File: config.mk
export PLATFORM = sky130hd
export DESIGN_NAME = counter_updn_param
export DESIGN_NICKNAME = d
export VERILOG_FILES = /design/src/rtl/counter_updn_param.sv
export SDC_FILE = /design/constraint.sdc
export NUM_CORES = 1
export LEC_CHECK = 0
export BUFFER_PORTS_ARGS = -buffer_cell sky130_fd_sc_hd__buf_2
export CORE_MARGIN = 8
export CORE_UTILIZATION = 56
export CTS_BUF_LIST = sky130_fd_sc_hd__clkbuf_4
export DETAILED_ROUTE_END_ITERATION = 10
export GPL_TIMING_DRIVEN = 0
export HOLD_SLACK_MARGIN = 0.06
export PLACE_DENSITY = 0.93
export SLEW_MARGIN = 20
export SYNTH_ARGS = -nofsm -noshare
export SYNTH_HDL_FRONTEND = slang
export SYNTH_SLANG_ARGS = --single-unit
export TNS_END_PERCENT = 10
File: constraint.sdc
create_clock -name clk -period 3.2 [get_ports clk]
set_clock_uncertainty 0.2 [all_clocks]
set_input_delay 0.32 -clock clk [delete_from_list [all_inputs] [get_ports clk]]
set_output_delay 0.32 -clock clk [all_outputs]
set_load 0.02 [all_outputs]
File: src/rtl/counter_updn_param.sv
// Up/down counter with variable step, MAX_VAL modulus, wrap/saturate modes and boundary pulses.
// Optional clock-enable prescaler: define COUNTER_PRESCALE_EN.
module counter_updn_param #(
  parameter int          WIDTH    = 16,
  parameter int unsigned MAX_VAL  = 2**WIDTH-1,
  parameter int          STEP_W   = 4,
  parameter int          PRESCALE = 4
) (
  input  logic              clk,
  input  logic              rst,
  input  logic [WIDTH-1:0]  data_in,
  input  logic              ld_cnt,
  input  logic              updn_cnt,
  input  logic              count_enb,
  input  logic              sat_mode,
  input  logic [STEP_W-1:0] step,
  output logic [WIDTH-1:0]  data_out,
  output logic              tc_max,
  output logic              tc_min,
  output logic              ovf,
  output logic              unf
);

  localparam logic [WIDTH-1:0] MAX_W    = WIDTH'(MAX_VAL);
  localparam logic [WIDTH:0]   MAX_EXT  = (WIDTH+1)'(MAX_VAL);
  localparam logic [WIDTH:0]   WRAP_EXT = MAX_EXT + (WIDTH+1)'(1);

  if (PRESCALE < 2) begin : g_bad_prescale
    $error("counter_updn_param: PRESCALE must be >= 2");
  end
  if ((2**STEP_W) - 1 > MAX_VAL) begin : g_bad_step
    $error("counter_updn_param: 2**STEP_W-1 must not exceed MAX_VAL");
  end

  // Returns {boundary_flag, next_value}.
  function automatic logic [WIDTH:0] count_up(input logic [WIDTH-1:0]  cur,
                                              input logic [STEP_W-1:0] s,
                                              input logic              sat);
    logic [WIDTH:0]   sum;
    logic [WIDTH-1:0] wrapped;
    sum     = {1'b0, cur} + (WIDTH+1)'(s);
    wrapped = WIDTH'(sum - WRAP_EXT);
    if (sum <= MAX_EXT) return {1'b0, WIDTH'(sum)};
    else if (sat)       return {1'b1, MAX_W};
    else                return {1'b1, wrapped};
  endfunction

  function automatic logic [WIDTH:0] count_down(input logic [WIDTH-1:0]  cur,
                                                input logic [STEP_W-1:0] s,
                                                input logic              sat);
    logic [WIDTH:0]   cur_ext;
    logic [WIDTH:0]   s_ext;
    logic [WIDTH-1:0] diff;
    logic [WIDTH-1:0] wrapped;
    cur_ext = {1'b0, cur};
    s_ext   = (WIDTH+1)'(s);
    diff    = WIDTH'(cur_ext - s_ext);
    wrapped = WIDTH'(cur_ext + WRAP_EXT - s_ext);
    if (cur_ext >= s_ext) return {1'b0, diff};
    else if (sat)         return {1'b1, {WIDTH{1'b0}}};
    else                  return {1'b1, wrapped};
  endfunction

  function automatic logic [WIDTH-1:0] clamp_load(input logic [WIDTH-1:0] din);
    if ({1'b0, din} > MAX_EXT) return MAX_W;
    else                       return din;
  endfunction

  logic             step_en;
  logic [WIDTH-1:0] cnt_nxt;
  logic             ovf_nxt;
  logic             unf_nxt;
  logic [WIDTH-1:0] cnt_p0;
  logic             ovf_p0;
  logic             unf_p0;

`ifdef COUNTER_PRESCALE_EN
  localparam int              PS_W    = $clog2(PRESCALE);
  localparam logic [PS_W-1:0] PS_LAST = PS_W'(PRESCALE-1);

  logic [PS_W-1:0] pre_p0;

  assign step_en = (pre_p0 == PS_LAST);

  always_ff @(posedge clk or posedge rst) begin
    if (rst)            pre_p0 <= '0;
    else if (!ld_cnt)   pre_p0 <= '0;
    else if (count_enb) pre_p0 <= step_en ? '0 : pre_p0 + PS_W'(1);
  end
`else
  assign step_en = 1'b1;
`endif

  // Stage p0 input: next value and boundary flags.
  always_comb begin
    cnt_nxt = cnt_p0;
    ovf_nxt = 1'b0;
    unf_nxt = 1'b0;
    if (!ld_cnt) begin
      cnt_nxt = clamp_load(data_in);
    end else if (count_enb && step_en) begin
      if (updn_cnt) {ovf_nxt, cnt_nxt} = count_up(cnt_p0, step, sat_mode);
      else          {unf_nxt, cnt_nxt} = count_down(cnt_p0, step, sat_mode);
    end
`ifndef SYNTHESIS
    if ($isunknown({ld_cnt, count_enb})) cnt_nxt = 'x;
`endif
  end

  // Stage p0 register: counter value and one-cycle boundary pulses.
  always_ff @(posedge clk or posedge rst) begin
    if (rst) begin
      cnt_p0 <= '0;
      ovf_p0 <= 1'b0;
      unf_p0 <= 1'b0;
    end else begin
      cnt_p0 <= cnt_nxt;
      ovf_p0 <= ovf_nxt;
      unf_p0 <= unf_nxt;
    end
  end

  assign data_out = cnt_p0;
  assign ovf      = ovf_p0;
  assign unf      = unf_p0;
  assign tc_max   = (cnt_p0 == MAX_W);
  assign tc_min   = (cnt_p0 == '0);

`ifndef SYNTHESIS
  always @(posedge clk) begin
    if (!rst) begin
      assert (!$isunknown({ld_cnt, count_enb}))
        else $error("counter_updn_param: ld_cnt/count_enb unknown while out of reset");
    end
  end
`endif

endmodule

* After elaboration in Yosys (flattened, before gate mapping) *
Cells that the tools add are included.

operators by class
  bitwise gates (word level) = 0
  divide/modulo/power cells = 0
  order comparisons = 2
  $mul = 0
  add/sub/neg operators = 5
  reductions and logical operators = 1
  shift-type cells = 0
  multiplexer cells = 13
  equal/unequal tests = 2

operator list
  kind                     number
  $mux W16                 5
  $mux W17                 2
  $sub A16 B4 Y16          2
  $add A16 B4 Y17          1
  $le A17 B16 Y1 const B   1
  $add A16 B1 Y16 const B  1
  $eq A16 B16 Y1 const B   1
  $ge A16 B4 Y1            1
  $logic_not A16 Y1        1
  $sub A16 B1 Y16 const B  1
  $mux W1                  6
  $ne A2 B1 Y1 const B     1

storage, ports and cells
  memory bits (read-only) = 0
  bits in latches = 0
  word-level logic and storage cells = 26
  flip-flop bits (word level) = 18
  bits in writable memories = 0
  output and inout bits = 20
  bits of input ports = 26
  memories kept = 0

* Longest topological paths before layout *
Gate-level depths: netlist of the first run.

  depth after elaboration = 7
  mapped depth = 10
  gate-level depth less buffers = 9

* Worst setup path before layout of the first run *
OpenSTA, ideal clock, no wires.

  path type = reg-to-reg
  from = reg cnt_p0[0] (netlist: data_out[0])
  to = reg cnt_p0[3] (netlist: data_out[3])
  setup slack = 0.365 ns
  stages on the path, launching flop included = 10
  buffers on the path = 0
  data required time = 2.931 ns
  clock period less this slack = 2.835 ns
  arrival = 2.566 ns
  cells stage by stage = dfrtp_1 -> inv_1 -> ha_1 -> fa_1 -> nand2b_1 -> a21oi_1 -> o41a_1 -> nand2_2 -> or3_1 -> nand3_1

between the ends
  word-level cells in the longest chain between the ends = 7
  elaborated cells between the ends (all ways) = 14
  those cells by class = 5 x add/sub; 2 x order compare; 7 x mux

ends and longest elaborated chain
  element                                                    line    source
  from (decl)                                                73      logic [WIDTH-1:0] cnt_p0;
  from (signal assigned)                                     117     cnt_p0 <= cnt_nxt;
  $add A16 B1 Y16 / $add A16 B4 Y17 (equally long branches)  58, 41
  $sub A16 B4 Y16 / $sub A16 B1 Y16 (equally long branches)  58, 42
  $mux W16 (on tied branches)                                60, 44
  $mux W17 (on tied branches)                                59, 43
  $mux W16 (*)                                               102     if (updn_cnt) {ovf_nxt, cnt_nxt} = count_up(cnt_p0, step, sat_mode);
  $mux W16 (*)                                               101     end else if (count_enb && step_en) begin
  $mux W16 (*)                                               99      if (!ld_cnt) begin

Every way passes the cells marked *; elsewhere a longest branch is shown, timed or not. The select of a mux whose other input is x is not followed.
A chain may end at the register's enable or synchronous reset.

* Final worst setup path of the first run *
  from = reg cnt_p0[0] (netlist: data_out[0])
  to = reg cnt_p0[9] (netlist: data_out[9])

The elaborated chain is that of the path after synthesis.

==> impl_metrics.toml, run 1 <==
[outcome]
status = "completed"

[route]
drt-pass1-iter-count = 5
wl_um = 5970
num_vias = 2194
postRouteAntennaNets = 0
first_iter_violations = 320
drc = 0
wl_per_cell_um = 17.1
vias_per_cell = 6.30

[sta]
min_period_ns = 3.04
fin_setup_tns_ns = 0
min_period_over_period_pct = 95.1
slew_viol_final = 0
tightest_slew_ns = 0.710
setup_viol = 0
setup_slack_ns = 0.156
rsz0062_at_grt = "no"
fmax_mhz = 329
slew-limit-headroom_pct = 52.3
hold_viol_final = 0

[yosys]
yosysUniqueCellTypes = 54
yosys_warnings = 0
ys.flop_type = "dfrtp_1"
yosys.area.top_type_share_pct = 24.1
synth-seq-area-share_pct = 24.1
synth_edf_count = 0
post-synth-top-count-cell = "nand2_1"
synthTopCellsByArea = "dfrtp_1 (24%), o21ai_0 (5.6%), ha_1 (5.4%)"
ys_top_cells_by_count = "nand2_1 (22), nor2_1 (21), o21ai_0 (21), dfrtp_1 (18), nor3_1 (18)"
synth_top_area_cell = "dfrtp_1"
synth_fp_nets = 286
ys_async_sr_fraction_pct = 100
avgSynthCellArea_um2 = 7.47
syn_inst = 250
syn_area_um2 = 1870
synth-seq-cells = 18

[clocking]
clockBufferDepth = 2
clk_root_buffer_cell = "clkbuf_4"
path_clk_slew_ns = 0.11
insertion_delay_ns = 0.30
h-tree-depth = 1
cts_tree = "built"
cts_made_buffers = 3
cts_sinks = 18
cts_setup_buffers = 0

[floorplanning]
core_area_um2 = 3260
die_x_um = 73.8
io_pins = 46
initial_core_util_pct = 57.3
row_count = 21
die_height_um = 73.8
dieArea_um2 = 5440

[min_path]
holdPathEnd = "data_out[15]$_DFFE_PP0P_"
min-delay-start = "data_in[15]"
min_path_cells = 3
hold_class = "primary input to register"

[critical_path]
path_cells = "inv_1, ha_1, fa_1, nand2b_1, a21oi_2, o41a_1, nand2_2, o311a_1, o21ai_1"
crit_buf_inv = 1
worst_setup_path_start_kind = "register"
cp.arrival_ns = 3.06
r2r_setup_slack_ns = 0.16
cp_top_family = "compound AO/OA/AOI/OAI gates"
r2r_end = "data_out[9]$_DFFE_PP0P_"
required_ns = 3.21
cp_slowest_cell = "dfrtp_1"
max_stage_delay_ns = 0.46
cp_max_fo = 8
regToRegStartpoint = "data_out[0]$_DFFE_PP0P_"
r2r_cells = 9
end_kind = "register"
crit_type = "register to register"

[global_route]
grt_pass1_wl_um = 9830
grt_pass1_vias = 2063
antenna_found_initial = 0
grt.total_usage_pct = 22.7
overflow = 0
grt_max_degree = 19

[placed_design]
dp_slack_ns = 0.0258
post-dp-hpwl_um = 4600
gp_congestion = 0.998
port_buffers = 44

[final_layout]
nNetsFinal = 339
diodes = 0
area_growth_pct = 19.0
area.sequential_um2 = 450
nFillCells = 294
multi_input_area_um2 = 1310
drive_gt1_share_pct = 18.5

[power]
total_power_mw = 0.878
leakage_nw = 0.971
power_density_nw_per_um2 = 395
peakVddDrop_mv = 0.219

[job]
cap_violations = 0
## placed cells by master (no fill, tap or decap), drive strengths merged, types with 4 or more instances in the layout
cell / instances
buf: 46
ha: 8
a31oi: 7
nor3: 18
nor2: 21
dfrtp: 18
nand3: 8
nand4: 4
inv: 12
and3: 8
nor2b: 4
xnor2: 6
or3: 7
o21ai: 23
nand2: 23
a21oi: 13
nand2b: 5
dlygate4sd3: 4
clkbuf: 17
## state kept, by name, indices dropped and copies added, names as in the netlist
| name | flops |
|---|---|
| data_out | 16 |
| ovf | 1 |
| unf | 1 |
## logic make-up after synthesis
family,count (synthesis),synth area share [%]
xor gates and xnor gates,9,4.22
muxes,5,2.81
AOI/OAI and AO/OA,72,24.9
adders and majority gates,10,7.50
DFF,18,24.1
buffers and inverters,28,6.09
and+or+nand+nor,108,30.3
## stage by stage
stage / instance area [um2] / hold WS (ns) / utilization (%) / std cells
2_1_floorplan: 1870 / 0.0586 / - / 250
3_3_place_gp: 2150 / 0.258 / 65.9 / 340
3_5_place_dp: 2150 / 0.282 / 65.9 / 340
4_1_cts: 2220 / 0.0657 / 68.0 / 348
5_1_grt: 2220 / 0.0665 / 68.2 / 348
6_report: 2220 / 0.0651 / 68.2 / 348
## tightest hold or removal path: cells and delay by family
kind                   cells  cell delay, ns
buffers and inverters      1            0.08
AO/OA/AOI/OAI              2            0.14
## layout make-up
class,instances,area share [%]
sequential,18,20.3
multi-input combinational,204,59.1
clock inverter,1,0.169
buffer,16,3.10
timing repair buffer,48,11.7
clock buffer,3,1.01
inverter,12,2.03
tap,46,2.59
## timing repair
item                                    4_1_cts  5_1_grt
hold buffers                                  4        0
gates resized for setup                       1        1
endpoints found under the setup margin        1        4
endpoints found under the hold margin        21        0
## power by group
part	leakage, nW	internal, mW	switching, mW
Clock	0.0154	0.0454	0.0733
Sequential	0.217	0.257	0.0389
Combinational	0.738	0.173	0.291
Total	0.971	0.476	0.403
## worst max path at each step
stage | end | cells past startpoint | slack (ns) | from
floorplan | data_out[3]$_DFFE_PP0P_ | 9 | 0.36 | data_out[0]$_DFFE_PP0P_
global placement | data_out[9]$_DFFE_PP0P_ | 9 | 0.08 | data_out[0]$_DFFE_PP0P_
detailed placement | data_out[9]$_DFFE_PP0P_ | 9 | 0.03 | data_out[0]$_DFFE_PP0P_
CTS | data_out[11]$_DFFE_PP0P_ | 9 | 0.1 | data_out[2]$_DFFE_PP0P_
global route | data_out[11]$_DFFE_PP0P_ | 8 | 0.03 | data_out[4]$_DFFE_PP0P_
finish | data_out[9]$_DFFE_PP0P_ | 9 | 0.16 | data_out[0]$_DFFE_PP0P_
## layer usage
| metal | share of wire [%] | wire [um] | GRT usage (%) |
|---|---|---|---|
| met3 | 12 | 695 | 4.77 |
| met1 | 40 | 2410 | 29.4 |
| met2 | 46 | 2720 | 35.8 |
| met4 | 2.5 | 148 | 8.20 |
| met5 | 0 | 0 | 0 |
Power figures use the tool's default switching activity.
==> run 2, diff against run 1 <==
--- a/config.mk
+++ b/config.mk
@@ -12,7 +12,8 @@
 export DETAILED_ROUTE_END_ITERATION = 10
 export GPL_TIMING_DRIVEN = 0
 export HOLD_SLACK_MARGIN = 0.06
-export PLACE_DENSITY = 0.93
+export PLACE_DENSITY = 0.81
+export REMOVE_ABC_BUFFERS = 1
 export SLEW_MARGIN = 20
 export SYNTH_ARGS = -nofsm -noshare
 export SYNTH_HDL_FRONTEND = slang
==> run 2 against run 1 <==
First-iteration DRC count shrank 30%. Worst setup slack gained 0.0027 ns. Sequential share of layout area grew 0.47 points. Fmax is essentially flat. Utilization shrank 1.5 points. Design area shrank 2.3%.
==> impl_metrics.toml, run 2 (synthesized netlist as in run 1, its figures left out) <==
[final_layout]
drive_gt1_share_pct = 18.7
final_cell_mix = "buf_2 (45), nand2_1 (22), nor2_1 (21), o21ai_0 (21)"
final_common_cell = "buf_2"
area_growth_pct = 16.3
nNetsFinal = 326
largest_register_ffs = 16
diodes = 0

[job]
cap_violations = 0

[clocking]
clk_root_buffer_cell = "clkbuf_4"
cts_setup_buffers = 0
h-tree-depth = 1
path_clk_slew_ns = 0.13
cts_sinks = 18
cts_made_buffers = 3
cts_tree = "built"
clockBufferDepth = 2
insertion_delay_ns = 0.32

[global_route]
grtUsageMet2_pct = 36.4
grt_max_degree = 20
antenna_found_initial = 0
grt.total_usage_pct = 23.1
top_usage_layer = "met2"
overflow = 0
grt_pass1_wl_um = 9850
globalRouteMet3Util_pct = 5.05
grt_pass1_vias = 2018
met1_usage_pct = 29.3

[power]
peakVddDrop_mv = 0.207
leakage_nw = 0.957
power_density_nw_per_um2 = 401

[route]
first_iter_violations = 224
postRouteAntennaNets = 0
num_vias = 2175
drc = 0
drt-pass1-iter-count = 5
wl_per_cell_um = 18.3
wl_um = 6140
vias_per_cell = 6.49

[critical_path]
end_kind = "register"
max_stage_delay_ns = 0.70
cp.arrival_ns = 3.10
required_ns = 3.26
path_cells = "ha_1, nand2b_1, a2bb2oi_1, nand3_1, and3_1, a211oi_1, a221o_1"
cp_slowest_cell = "a2bb2oi_1"
worst_setup_path_start_kind = "register"
cp_max_fo = 10
crit_type = "register to register"

[sta]
slew-limit-headroom_pct = 41.7
min_period_over_period_pct = 95.0
holdWs_ns = 0.0627
hold_viol_final = 0
fmax_mhz = 329
min_period_ns = 3.04
fin_setup_tns_ns = 0
tightest_slew_ns = 0.871
slew_viol_final = 0
rsz0062_at_grt = "no"
setup_viol = 0

[floorplanning]
core_area_um2 = 3260
die_x_um = 73.8
dieArea_um2 = 5440
io_pins = 46
die_height_um = 73.8
initial_core_util_pct = 57.3
row_count = 21

[placed_design]
post-dp-hpwl_um = 4440
gp_congestion = 0.967
port_buffers = 45

[min_path]
hold_class = "primary input to register"

[outcome]
status = "completed"
run 2: worst max-delay path: cells and delay by family, from the launching register on:
family	cells	cell delay, ns
compound gates	3	1.09
fa+ha+maj	1	0.45
flops	1	0.47
simple gates	3	0.76
run 2: path summary, 6_finish.rpt:
| kind | startpoint | end | slack (ns) | cells after the start |
|---|---|---|---|---|
| max in group asynchronous | rst | data_out[6]$_DFFE_PP0P_ | 1.83 | 3 |
| setup / recovery | data_out[2]$_DFFE_PP0P_ | data_out[13]$_DFFE_PP0P_ | 0.16 | 7 |
| hold reg to reg | data_out[14]$_DFFE_PP0P_ | data_out[14]$_DFFE_PP0P_ | 0.44 | 2 |
| hold / removal | data_in[15] | data_out[15]$_DFFE_PP0P_ | 0.06 | 3 |
| min in group asynchronous | rst | data_out[0]$_DFFE_PP0P_ | 0.47 | 3 |
| setup reg to reg | data_out[2]$_DFFE_PP0P_ | data_out[13]$_DFFE_PP0P_ | 0.16 | 7 |
run 2: layout make-up:
| cell class | count | area [um2] |
|---|---|---|
| Multi-Input combinational cell | 204 | 1310 |
| Tap cell | 46 | 57.6 |
| Fill cell | 308 | 1090 |
| Clock inverter | 1 | 3.75 |
| Inverter | 12 | 45.0 |
| Timing Repair Buffer | 51 | 285 |
| Clock buffer | 3 | 22.5 |
| Sequential cell | 18 | 450 |
run 2: routing by layer:
metal,wire [um],part of all wire (%),up-vias
li1,-,-,994
met2,2870,47,135
met1,2480,40,1029
met5,0,0,-
met3,646,11,17
met4,144,2.3,0
run 2: power breakdown:
group | internal, mW | switching (mW)
combinational | 0.163 | 0.249
sequential | 0.257 | 0.0699
clock | 0.0457 | 0.0863
run 2: stage by stage:
stage	std cells	power [mW]	worst slack, ns	instance area (um2)	utilization [%]
floorplan	234	0.592	0.369	1800	-
global placement	325	0.717	0.0752	2080	63.9
detailed placement	325	0.723	0.0720	2080	63.9
CTS	335	0.854	0.0233	2170	66.6
global route	335	0.924	0.00121	2170	66.7
finish	335	0.870	0.159	2170	66.7
run 2: what timing repair did:
action / in CTS / in global routing
endpoints found under the setup margin: 0 / 6
hold buffers: 6 / 0
gates resized for setup: 0 / 1
hold endpoints to repair: 23 / 0
==> run 3, diff against run 2 <==
--- a/config.mk
+++ b/config.mk
@@ -7,12 +7,12 @@
 export LEC_CHECK = 0
 export BUFFER_PORTS_ARGS = -buffer_cell sky130_fd_sc_hd__buf_2
 export CORE_MARGIN = 8
-export CORE_UTILIZATION = 56
+export CORE_UTILIZATION = 35
 export CTS_BUF_LIST = sky130_fd_sc_hd__clkbuf_4
 export DETAILED_ROUTE_END_ITERATION = 10
 export GPL_TIMING_DRIVEN = 0
 export HOLD_SLACK_MARGIN = 0.06
-export PLACE_DENSITY = 0.81
+export PLACE_DENSITY = 0.54
 export REMOVE_ABC_BUFFERS = 1
 export SLEW_MARGIN = 20
 export SYNTH_ARGS = -nofsm -noshare
==> run 3 against run 2 <==
Design area is 1.8% higher. Fmax up 5.0%. Routed wire length up 2.4%. Clock-buffer cell count unchanged. Utilization decreased by 24 points. First-iteration DRC count shrank 31%. Critical path type is now register to output port. Largest cell class unchanged. Highest routed layer unchanged.
==> impl_metrics.toml, run 3 (synthesized netlist as in run 1, its figures left out) <==
[outcome]
status = "completed"

[critical_path]
path_cells = "or3_1, or4b_4, nor3_1, buf_2"
max_stage_delay_ns = 0.62
r2r_cells = 9
crit_type = "register to output port"
worst_setup_path_start_kind = "register"
required_ns = 2.68
end_kind = "output port"
cp_slowest_cell = "or4b_4"
cp.arrival_ns = 2.38
cp_max_fo = 9
r2r_end = "data_out[3]$_DFFE_PP0P_"
r2r_setup_slack_ns = 0.32
regToRegStartpoint = "data_out[0]$_DFFE_PP0P_"

[job]
cap_violations = 0

[final_layout]
area_growth_pct = 18.4
largest_register_ffs = 16
drive_gt1_share_pct = 19.1
diodes = 0
final_cell_mix = "buf_2 (45), nand2_1 (22), nor2_1 (21), o21ai_0 (21)"
final_common_cell = "buf_2"
nNetsFinal = 326

[route]
first_iter_violations = 154
wl_um = 6290
num_vias = 2044
wl_per_cell_um = 17.6
vias_per_cell = 5.71
postRouteAntennaNets = 0
drc = 0
drt-pass1-iter-count = 4

[min_path]
min_path_cells = 3
hold_class = "primary input to register"
min-delay-start = "data_in[7]"
holdPathEnd = "data_out[7]$_DFFE_PP0P_"

[sta]
hold_viol_final = 0
tightest_slew_ns = 0.741
slew-limit-headroom_pct = 50.5
slew_viol_final = 0
fmax_mhz = 345
rsz0062_at_grt = "no"
min_period_over_period_pct = 90.5
min_period_ns = 2.90
setup_viol = 0
fin_setup_tns_ns = 0

[power]
p_clk_share_pct = 13.8
sequentialPowerShare_pct = 37.9
leakage_nw = 0.957
p_int_mw = 0.468
switching_share_pct = 45.9
power_frac_comb_pct = 48.3
total_power_mw = 0.865
peakVddDrop_mv = 0.196
power_density_nw_per_um2 = 391
power.net_switching_mw = 0.398

[clocking]
clockBufferDepth = 2
clk_root_buffer_cell = "clkbuf_4"
h-tree-depth = 1
path_clk_slew_ns = 0.11
cts_made_buffers = 3
insertion_delay_ns = 0.30
cts_tree = "built"
cts_sinks = 18

[floorplanning]
dieArea_um2 = 7930
die_height_um = 89.1
initial_core_util_pct = 36.3
row_count = 26
core_area_um2 = 5140
io_pins = 46
die_x_um = 89.1

[placed_design]
gp_congestion = 0.849
post-dp-hpwl_um = 4790
port_buffers = 45

[global_route]
overflow = 0
grt.total_usage_pct = 16.5
antenna_found_initial = 0
grt_max_degree = 20
grt_pass1_wl_um = 10100
grt_pass1_vias = 1949
==> run 3: changes by cell type in the layout (fill, tap and decap cells not counted), sizes merged <==
| cell | change |
|---|---|
| clkinv | -1 |
==> run 3: metal layers <==
layer | part of all wire (%) | GRT usage (%)
met3 | 8.5 | 3.22
met2 | 46 | 26.3
met5 | 0 | 0
met1 | 45 | 23.0
met4 | 0.38 | 1.81
==> run 3: final cells by class <==
class                           instances  area (um2)
Sequential cell                        18         450
Tap cell                               70        87.6
Fill cell                             599        2930
Inverter                               12        45.0
Multi-Input combinational cell        204        1320
Clock buffer                            3        22.5
Timing Repair Buffer                   51         285
==> run 3: worst max path at each step <==
stage,cells past startpoint,from,slack [ns],to
after floorplan,9,data_out[0]$_DFFE_PP0P_,0.37,data_out[3]$_DFFE_PP0P_
after global placement,9,data_out[0]$_DFFE_PP0P_,0.02,data_out[3]$_DFFE_PP0P_
after detailed placement,9,data_out[0]$_DFFE_PP0P_,0.02,data_out[3]$_DFFE_PP0P_
after CTS,7,data_out[2]$_DFFE_PP0P_,0.20,data_out[8]$_DFFE_PP0P_
after global routing,9,data_out[0]$_DFFE_PP0P_,0.13,data_out[9]$_DFFE_PP0P_
final,4,data_out[9]$_DFFE_PP0P_,0.30,tc_min
==> run 3: critical path, delay by kind of cell, from the launching register on <==
kind	cells	cell delay [ns]
flops	1	0.49
simple gates	3	1.38
buf+inv	1	0.21
==> run 3: repair_timing <==
item | in CTS | in global routing
gates resized for setup | 1 | 2
endpoints found under the hold margin | 23 | 0
buffers inserted | 0 | 0
cloned | 0 | 0
endpoints found under the setup margin | 2 | 2
hold buffers | 6 | 0
==> run 3: power groups by stage <==
stage          Clock (mW)  Sequential, mW  Combinational [mW]
6_report            0.119           0.328               0.418
5_1_grt             0.134           0.338               0.461
2_1_floorplan           0           0.351               0.241
3_3_place_gp            0           0.332               0.399
3_5_place_dp            0           0.332               0.401
4_1_cts             0.130           0.327               0.411
==> run 3: through the flow <==
step                      util (%)  std cells  hold slack (ns)  cell area (um2)  setup WS, ns
after global routing          43.0        358           0.0754             2210         0.127
final                         43.0        358           0.0716             2210         0.303
after floorplan                  -        234           0.0586             1800         0.369
after CTS                     42.8        358           0.0679             2200         0.201
after detailed placement      41.1        349            0.296             2110        0.0166
after global placement        41.1        349            0.278             2110        0.0234
